$ cat src/rtl/answer_submitter.sv
// answer_submitter: debounces the GO push-button and walks a game of
// NUM_LEVELS answers. Each answer is captured from the switches by a key
// press or by a timer expiry, then offered to the game controller with a
// valid/ready handshake.
module answer_submitter #(
  parameter int DB_CYCLES  = 1000000,
  parameter int NUM_LEVELS = 9
) (
  input  logic        clk,
  input  logic        resetn,
  input  logic        key_go_n,
  input  logic [11:0] sw,
  input  logic        time_up,
  input  logic        ans_ready,
  output logic        ans_valid,
  output logic [11:0] ans_data,
  output logic [3:0]  ans_level,
  output logic        ans_timeout,
  output logic        busy,
  output logic        done
);

  localparam int CNT_W = (DB_CYCLES > 1) ? $clog2(DB_CYCLES) : 1;
  localparam logic [CNT_W-1:0] CNT_MAX    = CNT_W'(DB_CYCLES - 1);
  localparam logic [3:0]       LAST_LEVEL = 4'(NUM_LEVELS);

  typedef enum logic [1:0] {
    IDLE    = 2'd0,
    COLLECT = 2'd1,
    SEND    = 2'd2,
    DONE    = 2'd3
  } state_t;

  logic             sync1_r;
  logic             sync2_r;
  logic             stable_r;
  logic [CNT_W-1:0] cnt_r;
  logic             press_evt_r;

  state_t      state_r;
  state_t      state_s;
  logic [11:0] data_s;
  logic [3:0]  level_s;
  logic        timeout_s;

  // Synchronize the raw key, debounce it, and pulse press_evt on a settled 1->0.
  always_ff @(posedge clk or negedge resetn) begin
    if (!resetn) begin
      sync1_r     <= 1'b1;
      sync2_r     <= 1'b1;
      stable_r    <= 1'b1;
      cnt_r       <= '0;
      press_evt_r <= 1'b0;
    end else begin
      sync1_r <= key_go_n;
      sync2_r <= sync1_r;
      if (sync2_r == stable_r) begin
        cnt_r       <= '0;
        press_evt_r <= 1'b0;
      end else if (cnt_r == CNT_MAX) begin
        cnt_r       <= '0;
        stable_r    <= ~stable_r;
        // Only a settled press (stable going 1 -> 0) is an event; release is silent.
        press_evt_r <= stable_r;
      end else begin
        cnt_r       <= cnt_r + CNT_W'(1);
        press_evt_r <= 1'b0;
      end
    end
  end

  // Next-state and next-answer logic; outputs are registered from these values.
  always_comb begin
    state_s   = state_r;
    data_s    = ans_data;
    level_s   = ans_level;
    timeout_s = ans_timeout;
    case (state_r)
      IDLE: begin
        if (press_evt_r) begin
          state_s = COLLECT;
          level_s = 4'd1;
        end else begin
          state_s = IDLE;
        end
      end
      COLLECT: begin
        // A press beats a simultaneous timer expiry.
        if (press_evt_r) begin
          data_s    = sw;
          timeout_s = 1'b0;
          state_s   = SEND;
        end else if (time_up) begin
          data_s    = sw;
          timeout_s = 1'b1;
          state_s   = SEND;
        end else begin
          state_s = COLLECT;
        end
      end
      SEND: begin
        // Presses and timer pulses here are dropped; only the handshake matters.
        if (ans_ready) begin
          if (ans_level < LAST_LEVEL) begin
            level_s = ans_level + 4'd1;
            state_s = COLLECT;
          end else begin
            state_s = DONE;
          end
        end else begin
          state_s = SEND;
        end
      end
      DONE: begin
        if (press_evt_r) begin
          state_s = IDLE;
          level_s = 4'd1;
        end else begin
          state_s = DONE;
        end
      end
      default: begin
        state_s = IDLE;
        level_s = 4'd1;
      end
    endcase
  end

  // State and registered outputs; ans_valid never depends combinationally on ans_ready.
  always_ff @(posedge clk or negedge resetn) begin
    if (!resetn) begin
      state_r     <= IDLE;
      ans_data    <= 12'd0;
      ans_level   <= 4'd1;
      ans_timeout <= 1'b0;
      ans_valid   <= 1'b0;
      busy        <= 1'b0;
      done        <= 1'b0;
    end else begin
      state_r     <= state_s;
      ans_data    <= data_s;
      ans_level   <= level_s;
      ans_timeout <= timeout_s;
      ans_valid   <= (state_s == SEND);
      busy        <= (state_s == COLLECT) || (state_s == SEND);
      done        <= (state_s == DONE);
    end
  end

endmodule

$ cat config.mk
export PLATFORM = sky130hd
export DESIGN_NAME = answer_submitter
export DESIGN_NICKNAME = d
export VERILOG_FILES = /design/src/rtl/answer_submitter.sv
export SDC_FILE = /design/constraint.sdc
export NUM_CORES = 1
export LEC_CHECK = 0
export CORE_MARGIN = 1.5
export CORE_UTILIZATION = 40
export CTS_CLUSTER_SIZE = 16
export DETAILED_ROUTE_END_ITERATION = 8
export GPL_ROUTABILITY_DRIVEN = 1
export RECOVER_POWER = 100
export SYNTH_ARGS = -nofsm -noshare
export SYNTH_HDL_FRONTEND = slang
export SYNTH_SLANG_ARGS = --single-unit
$ cat constraint.sdc
create_clock -name clk -period 4.6 [get_ports clk]
set_input_delay 0.92 -clock clk [delete_from_list [all_inputs] [get_ports clk]]
set_output_delay 0.92 -clock clk [all_outputs]
set_load 0.005 [all_outputs]
==> impl_metrics.csv <==
group,metric,value,unit
clocking,clk_latency,0.30,ns
setup_path,cp-start-kind,"register",
cells_and_area,n_fill_cell,483,
synthesis,syn_nets,227,
global_routing,grt_use_total,15.7,%
global_routing,grt_pass1_wl,7450,microns
global_routing,grt_pass1_vias,1561,
cells_and_area,nets,267,
sta,fin_worst_skew,0.00755,ns
global_routing,antenna_found_initial,0,
power,switchingPower,211,uW
synthesis,yosysSeqAreaShare,52.1,%
sta,slew_headroom,-58.2,%
routing,wl_per_cell,13.2,microns
sta,post-route-period-util,62.2,%
placed_design,dpl_cell_area,2650,sq um
routing,drt-total-wl,4110,microns
clocking,h-tree-depth,2,
run_status,outcome,"finished with violations",
synthesis,syn_area,2220,sq um
power,power_frac_clock,34.3,%
power,combPwrFrac,13.4,%
setup_path,worstPathRequired,4.70,ns
worst_hold_path,min_path_type,"register to register",
sta,grt_setup_unrepaired,"false",
cells_and_area,final_cells,312,
cells_and_area,syn2layout_area_growth,23.9,%
synthesis,synth_cells,201,
clocking,cts-root-buf,"clkbuf_8",
die,die_w,77.5,microns
sta,setup_ws,1.74,ns
global_routing,grt_max_degree,47,
sta,tightest_slew,2.37,ns
run_status,violations,"capacitance limit, slew limit",
die,die_area,6000,sq um
cells_and_area,n_antenna_cell,0,
power,power_frac_seq,52.3,%
sta,slew_viol_final,65,
sta,hold-worst-slack,0.361,ns
placed_design,gp_congestion,0.776,
clocking,cts_tree,"yes",
synthesis,syn_area_per_cell,11.0,sq um
die,die_h,77.5,microns
power,ir_worst_vdd,0.190,mV
clocking,clk_pin_slew,0.08,ns
synthesis,ys_ff_latch,46,
placed_design,detailed_place_hpwl,2870,microns
setup_path,crit_arrival,2.96,ns
cells_and_area,drive_gt1_share,8.26,%
sta,setup_tns,0,ns
die,core,5240,sq um
routing,antenna_left,0,
clocking,cts_setup_buffers,0,
placed_design,io_buffers,36,
flow_run,drv_cap,2,
routing,vias,1565,
synthesis,ys_types,36,
power,power.internal,664,uW
clocking,cts_resized,0,
placed_design,place_inst,304,
sta,period_needed,2.86,ns
placed_design,dp_slack,2.28,ns
clocking,cts_buffers,5,
power,power_density,319,nW/um^2
setup_path,critPathCaptureType,"register",
sta,max_freq,0.349,GHz
die,num_rows,26,
die,start_util,42.3,%
routing,first_pass_iters,5,
routing,drt_iter0_markers,71,
routing,drc,0,
die,io_pins,37,
clocking,clockBufferDepth,2,
setup_path,worstSetupPathType,"register to register",
clocking,clock_sinks,46,
routing,viasPerCell,5.02,
clocking,cts-hold-fix-buffers,0,
setup_path,crit_path_max_fanout,17,
power,sw_frac_of_total,24.1,%
sta,finalHoldViolCount,0,
cells_and_area,finalInstanceArea,2750,sq um
global_routing,grt-ovfl-total,0,
synthesis,ys_warn_count,0,
sta,setup_viol,0,
power,p_leak,0.00121,uW
-- flip-flops by register name, indices dropped and copies added, names as in the netlist --
| signal | count |
|---|---|
| cnt_r | 20 |
| ans_data | 12 |
| ans_level | 4 |
| state_r | 2 |
| ans_timeout | 1 |
| ans_valid | 1 |
| busy | 1 |
| done | 1 |
| press_evt_r | 1 |
| stable_r | 1 |
| sync1_r | 1 |
| sync2_r | 1 |
-- cells in the final DEF (no fill, tap or decap), types with 2 or more instances in the layout --
cell and instances:
mux2_1 8, clkbuf_1 3, dfrtp_1 42, dfstp_2 3, clkbuf_8 5, nor4_2 2
o21a_1 3, dlygate4sd3_1 22, nor3_1 6, o21ai_0 9, a21oi_1 4, nor2b_1 3
nor2_1 18, mux2i_1 4, nor4_1 6, and3_1 2, xor2_1 2, clkdlybuf4s50_1 13
a31oi_1 2, nor4b_1 2, mux2_2 6, nand4_1 7, nand3_1 10, nand2_1 12
ha_1 9, xnor2_1 13, nand2b_1 3, inv_1 12
-- worst paths after layout --
path | from | to | slack (ns) | cells past startpoint
worst max-delay path | cnt_r[0]$_DFF_PN0_ | cnt_r[12]$_DFF_PN0_ | 1.74 | 5
worst min-delay path | sync1_r$_DFF_PN1_ | sync2_r$_DFF_PN1_ | 0.36 | 0
worst max register to register | cnt_r[0]$_DFF_PN0_ | cnt_r[12]$_DFF_PN0_ | 1.74 | 5
worst min register to register | sync1_r$_DFF_PN1_ | sync2_r$_DFF_PN1_ | 0.36 | 0
max in group asynchronous | resetn | cnt_r[6]$_DFF_PN0_ | 1.92 | 1
min in group asynchronous | resetn | ans_level[3]$_DFFE_PN0P_ | 1.33 | 1
-- layout make-up --
type | count | area, sq um | area share, %
sequential | 46 | 1160 | 42.1
multi-input combinational | 139 | 990 | 36.0
timing repair buffer | 37 | 358 | 13.0
tap | 70 | 87.6 | 3.19
clock buffer | 6 | 72.6 | 2.64
inverter | 12 | 45.0 | 1.64
clock inverter | 2 | 37.5 | 1.37
-- per-stage QoR --
step                total power [uW]  util [%]
global route                     923      52.4
global placement                 594      50.6
floorplan                        512         -
CTS                              896      52.7
finish                           875      52.4
detailed placement               596      50.6
-- power groups by stage --
stage               clock, uW  sequential, uW  combinational, uW
finish                    300             458                117
global route              330             463                130
CTS                       309             459                128
detailed placement          0             468                128
global placement            0             467                127
floorplan                   0             466               46.0
-- cells in the mapped netlist, drive strengths merged --
master	n	area, sq um
nor4b	2	17.5
mux2i	4	40.0
a31o	1	8.76
nand2b	3	18.8
inv	12	45.0
and3	2	12.5
ha	9	113
nor2b	3	18.8
a31oi	2	12.5
nand2	12	45.0
buf	2	10.0
nor4	9	83.8
nor3	6	35.0
o21a	3	22.5
nand4	8	56.3
nand3	10	50.1
o311ai	1	8.76
clkbuf	2	7.51
xor2	2	17.5
dfstp	4	105
a21oi	4	20.0
nand4b	1	8.76
o21ai	9	48.8
dfrtp	42	1050
mux2	14	158
a22o	1	8.76
xnor2	13	114
nor2	18	67.6
and2	2	12.5
-- worst max-delay path: stages (launching register included) --
cell,delay (ns)
dfrtp_1,0.40
ha_1,0.22
and3_1,0.24
nand3_1,0.15
o21ai_0,1.52
nor2_1,0.14
-- cell families (layout without fill, tap and decap cells) --
logic type / count (synthesis) / in the layout / share of synthesized area (%)
and+or+nand+nor: 76 / 76 / 19.2
DFF: 46 / 46 / 52.1
AOI/OAI and AO/OA: 21 / 21 / 5.87
muxes: 18 / 18 / 8.92
buffers and inverters: 16 / 57 / 2.82
xor gates and xnor gates: 15 / 15 / 5.93
adders and majority gates: 9 / 9 / 5.08
-- per-layer routing --
layer  routed length (microns)  part of all wire [%]  track usage, %  vias to the layer above
met2                      1800                    44            23.9                       42
met3                       159                   3.9            4.12                        8
met4                        55                   1.3            5.82                        0
met5                         0                     0               0                        -
li1                          -                     -               -                      783
met1                      2090                    51            21.4                      732
Note: power is estimated with default switching activity, not from simulation.
==> RTL change 1: new RTL, same settings <==
`NUM_LEVELS`: 9 -> 4.
--- a/src/rtl/answer_submitter.sv
+++ b/src/rtl/answer_submitter.sv
@@ -4,7 +4,7 @@
 // valid/ready handshake.
 module answer_submitter #(
   parameter int DB_CYCLES  = 1000000,
-  parameter int NUM_LEVELS = 9
+  parameter int NUM_LEVELS = 4
 ) (
   input  logic        clk,
   input  logic        resetn,
Behaviour: same outputs for any inputs over 10 cycles, from zero or initial values and one cycle with resetn low; that may be too few to reach the edited logic, so the function may still have changed.
==> RTL change 1 against the unedited design <==
Clock skew decreased by 0.0034 ns. First-iteration DRC count decreased by 7.0%. Sequential cell count unchanged. Core utilization decreased by 0.11 points. Synthesized area decreased by 2.4%. Final area decreased by 1.5%. Worst setup slack improved by 0.19 ns. Non-clock buffer count unchanged. Critical path depth decreased by 4. Power increased by 3.4%. Die area decreased by 2.3%. Largest cell class unchanged. The run still ends with capacitance limit, slew limit left. Largest power group unchanged. Wire length decreased by 5.2%.
==> RTL change 1: results (changes against the unedited design) <==
| Metric | Value |
|---|---|
| Status | `finished, violations left (unchanged)` |
| Failing checks | `capacitance limit, slew limit (unchanged)` |
| Worst-path maximum fanout | `46 (was 17)` |
| Comb group | `0.0931 mW (was 0.117 mW)` |
| Mux cell area share after synthesis | `0.0775 (was 0.0892)` |
| Global Route met1 Usage | `0.206 (was 0.214)` |
| Slowest stage delay, CP | `1.66 ns (was 1.52 ns)` |
| WL final | `3900 um (was 4110 um)` |
| F_max | `0.374 GHz (was 0.349 GHz)` |
| Int Pwr | `0.719 mW (was 0.664 mW)` |
| Leakage | `1.23 nW (was 1.21 nW)` |
| Fraction of synthesized cell area in xor and xnor cells | `0.0567 (was 0.0593)` |
| CP Data Arrival Time | `2.59 ns (was 2.96 ns)` |
| Wire length on met3 | `80 um (was 159 um)` |
| Share of post-route cells with drive strength above 1 | `0.117 (was 0.0826)` |
| Nets@finish | `255 (was 267)` |
| Synth top area cells | `dfrtp_1 49%, mux2_2 7.3%, dfstp_2 4.9% (was dfrtp_1 47%, xnor2_1 5.1%, ha_1 5.1%)` |
| WL met2 | `1790 um (was 1800 um)` |
| Drt initial violations | `66 (was 71)` |
| Max Cap Viol | `1 (was 2)` |
| DP HPWL | `2760 um (was 2870 um)` |
| Peak VDD IR | `0.144 mV (was 0.190 mV)` |
| M1 WL | `1950 um (was 2090 um)` |
| Yosys cell types | `37 (was 36)` |
| Global-route wire length before repair | `6870 um (was 7450 um)` |
| Adder-Cell Fraction of Synth Area | `0.0463 (was 0.0508)` |
| Global Route Usage Sum | `0.148 (was 0.157)` |
| Total power | `0.904 mW (was 0.875 mW)` |
| Worst Max-Slew Pin Slew | `2.37 ns (about the same)` |
| Crit path max-delay family | `buffers and inverters (was compound AO/OA/AOI/OAI gates)` |
| Sequential Power Share | `0.493 (was 0.523)` |
| Layout Cells excl Fill | `301 (was 312)` |
| Placer Congestion | `0.785 (was 0.776)` |
| Cells after Synth | `191 (was 201)` |
| R2r setup slk | `2.52 ns (was 1.74 ns)` |
| GRT met2 Usage | `0.222 (was 0.239)` |
| Setup crit start | `resetn (was cnt_r[0])` |
| Slew Viols, Final | `47 (was 65)` |
| Area after detailed placement | `0.00258 mm2 (was 0.00265 mm2)` |
[RTL change 1: final cells by class]
cell class | instances | area (um2)
Sequential cell | 46 | 1160
Clock inverter | 2 | 60.1
Clock buffer | 6 | 82.6
Timing Repair Buffer | 37 | 358
Multi-Input combinational cell | 128 | 917
Tap cell | 70 | 87.6
Inverter | 12 | 45.0
Fill cell | 482 | 2470
[RTL change 1: through the flow]
step                       util  hold WS (ns)
after floorplan               -         0.345
after global placement    0.498         0.345
after detailed placement  0.498         0.348
after CTS                 0.526         0.361
after global routing      0.523         0.363
final                     0.523         0.360
[RTL change 1: cell families after synthesis]
family                   after synthesis
adder cells (fa/ha/maj)                8
flip-flops                            46
AND/OR/NAND/NOR                       66
AO/OA/AOI/OAI                         25
buffers and inverters                 17
XOR/XNOR                              14
multiplexers                          15
==> RTL change 2: new RTL, same flow settings <==
Without the edit above. Take the reset off `ans_data` and load it in a clocked block of its own.
--- a/src/rtl/answer_submitter.sv
+++ b/src/rtl/answer_submitter.sv
@@ -130,7 +130,6 @@
   always_ff @(posedge clk or negedge resetn) begin
     if (!resetn) begin
       state_r     <= IDLE;
-      ans_data    <= 12'd0;
       ans_level   <= 4'd1;
       ans_timeout <= 1'b0;
       ans_valid   <= 1'b0;
@@ -138,7 +137,6 @@
       done        <= 1'b0;
     end else begin
       state_r     <= state_s;
-      ans_data    <= data_s;
       ans_level   <= level_s;
       ans_timeout <= timeout_s;
       ans_valid   <= (state_s == SEND);
@@ -147,5 +145,9 @@
     end
   end
 
+  always_ff @(posedge clk) begin
+    ans_data <= data_s;
+  end
+
 endmodule
 
Check against the original RTL: same outputs for any inputs over 10 cycles, from zero or initial values and one cycle with resetn low; that may be too few to reach the edited logic, so the function may still have changed.
==> RTL change 2 against the unedited design <==
The flow still finishes with violations (capacitance limit, slew limit). Wire length shrank 9.6%. Worst setup slack lost 0.016 ns. Non-clock buffer count is the same. Core utilization is essentially flat. Sequential cell count is the same. Maximum frequency shrank 0.55%. Synthesized area shrank 4.4%. Critical path depth is the same. First-iteration DRC count shrank 5.6%. Final area shrank 2.5%. Critical endpoint is now cnt_r[9].
Power is not compared: it rests on default switching activity, and its combinational part moved more than twofold at a synthesized area within 25%.
==> RTL change 2: results (changes against the unedited design) <==
| Metric | Value |
|---|---|
| Drt first pass iters | `4 (was 5)` |
| Global-route wire length before repair | `6310 um (was 7450 um)` |
| Failing checks | `capacitance limit, slew limit (unchanged)` |
| DP Worst Slack | `2.19 ns (was 2.28 ns)` |
| Post-Place Cells | `289 (was 304)` |
| Placer Congestion | `0.813 (was 0.776)` |
| Post-synth EDFFs | `12 (was 0)` |
| Cells after Synth | `184 (was 201)` |
| Final Skew | `0.00894 ns (was 0.00755 ns)` |
| Largest net degree at the start of global routing | `35 (was 47)` |
| Commonest cells in the netlist | `30 x dfrtp_1, 24 x nor2_1, 14 x inv_1, 14 x xnor2_1, 12 x edfxtp_1 (was 42 x dfrtp_1, 18 x nor2_1, 13 x xnor2_1)` |
| Worst hold slack | `0.361 ns (about the same)` |
| Status | `finished, violations left (unchanged)` |
| Max Cap Viol | `2 (unchanged)` |
| Asr flop ratio synth | `0.739 (was 1.00)` |
| WL final | `3720 um (was 4110 um)` |
| Drt initial violations | `67 (was 71)` |
| Yosys cell types | `39 (was 36)` |
| Worst flop-to-flop path endpoint | `cnt_r[9] (was cnt_r[12])` |
| Area after detailed placement | `0.00256 mm2 (was 0.00265 mm2)` |
| Syn Nets | `210 (was 227)` |
| Routed WL per cell | `12.5 um (was 13.2 um)` |
| CP Data Arrival Time | `2.97 ns (was 2.96 ns)` |
| Filler instances | `478 (was 483)` |
| DP HPWL | `2670 um (was 2870 um)` |
| Slew Viols, Final | `53 (was 65)` |
| Synth top area cells | `dfrtp_1 35%, edfxtp_1 17%, xnor2_1 5.8% (was dfrtp_1 47%, xnor2_1 5.1%, ha_1 5.1%)` |
| Nets@finish | `252 (was 267)` |
| DR vias | `1480 (was 1565)` |
| Sequential fraction of the synthesis area | `0.574 (was 0.521)` |
| Share of post-route cells with drive strength above 1 | `0.0793 (was 0.0826)` |
| Vias in the first global route | `1412 (was 1561)` |
RTL change 2: cell types whose count changed in the layout (fill, tap and decap cells not counted), moves of 6 or more:
cell             unedited run  this run
dlygate4sd3_1              22        35
clkdlybuf4s50_1            13         1
dfrtp_1                    42        30
edfxtp_1                    0        12
mux2_1                      8         0
nor2_1                     18        24
RTL change 2: per-layer routing:
layer	global-route usage	wire, um
met1	0.191	1790
met2	0.240	1660
met4	0.0536	29
met3	0.0357	239
met5	0	0
RTL change 2: worst max path at each step:
stage | slack, ns | to | start | cells after the start
final | 1.72 | cnt_r[9] | cnt_r[0] | 5
after global routing | 1.39 | cnt_r[9] | cnt_r[0] | 5
after CTS | 2.30 | ans_level[0] | ans_level[0] | 1
after detailed placement | 2.19 | busy | ans_ready | 6
after global placement | 2.23 | busy | ans_ready | 6
after floorplan | 2.73 | busy | ans_level[0] | 8
RTL change 2: layout make-up:
class	count	area, um2	area share
Inverter	14	52.6	0.0196
Tap cell	70	87.6	0.0327
Clock inverter	3	68.8	0.0257
Multi-Input combinational cell	122	820	0.306
Clock buffer	5	68.8	0.0257
Timing Repair Buffer	37	364	0.136
Sequential cell	46	1220	0.454
RTL change 2: power by group:
| part | leakage, nW | switching [mW] | internal [mW] |
|---|---|---|---|
| registers | 0.556 | 0.0119 | 0.431 |
| logic | 0.449 | 0.0206 | 0.0276 |
| clock network | 0.0683 | 0.131 | 0.217 |
| total | 1.07 | 0.163 | 0.676 |
RTL change 2: logic make-up (layout without fill, tap and decap cells):
| logic type | after synthesis | in the layout | synth area share |
|---|---|---|---|
| AO/OA/AOI/OAI | 21 | 21 | 0.0614 |
| multiplexers | 5 | 5 | 0.0248 |
| XOR/XNOR | 17 | 17 | 0.0703 |
| buffers and inverters | 16 | 59 | 0.0307 |
| adder cells (fa/ha/maj) | 9 | 9 | 0.0531 |
| flip-flops | 46 | 46 | 0.574 |
| AND/OR/NAND/NOR | 70 | 70 | 0.186 |
RTL change 2: critical path, delay by kind of cell (launching register included):
family / cells / cell delay [ns]
AND/OR/NAND/NOR: 3 / 0.52
AO/OA/AOI/OAI: 1 / 1.53
adder cells (fa/ha/maj): 1 / 0.23
flip-flops: 1 / 0.40
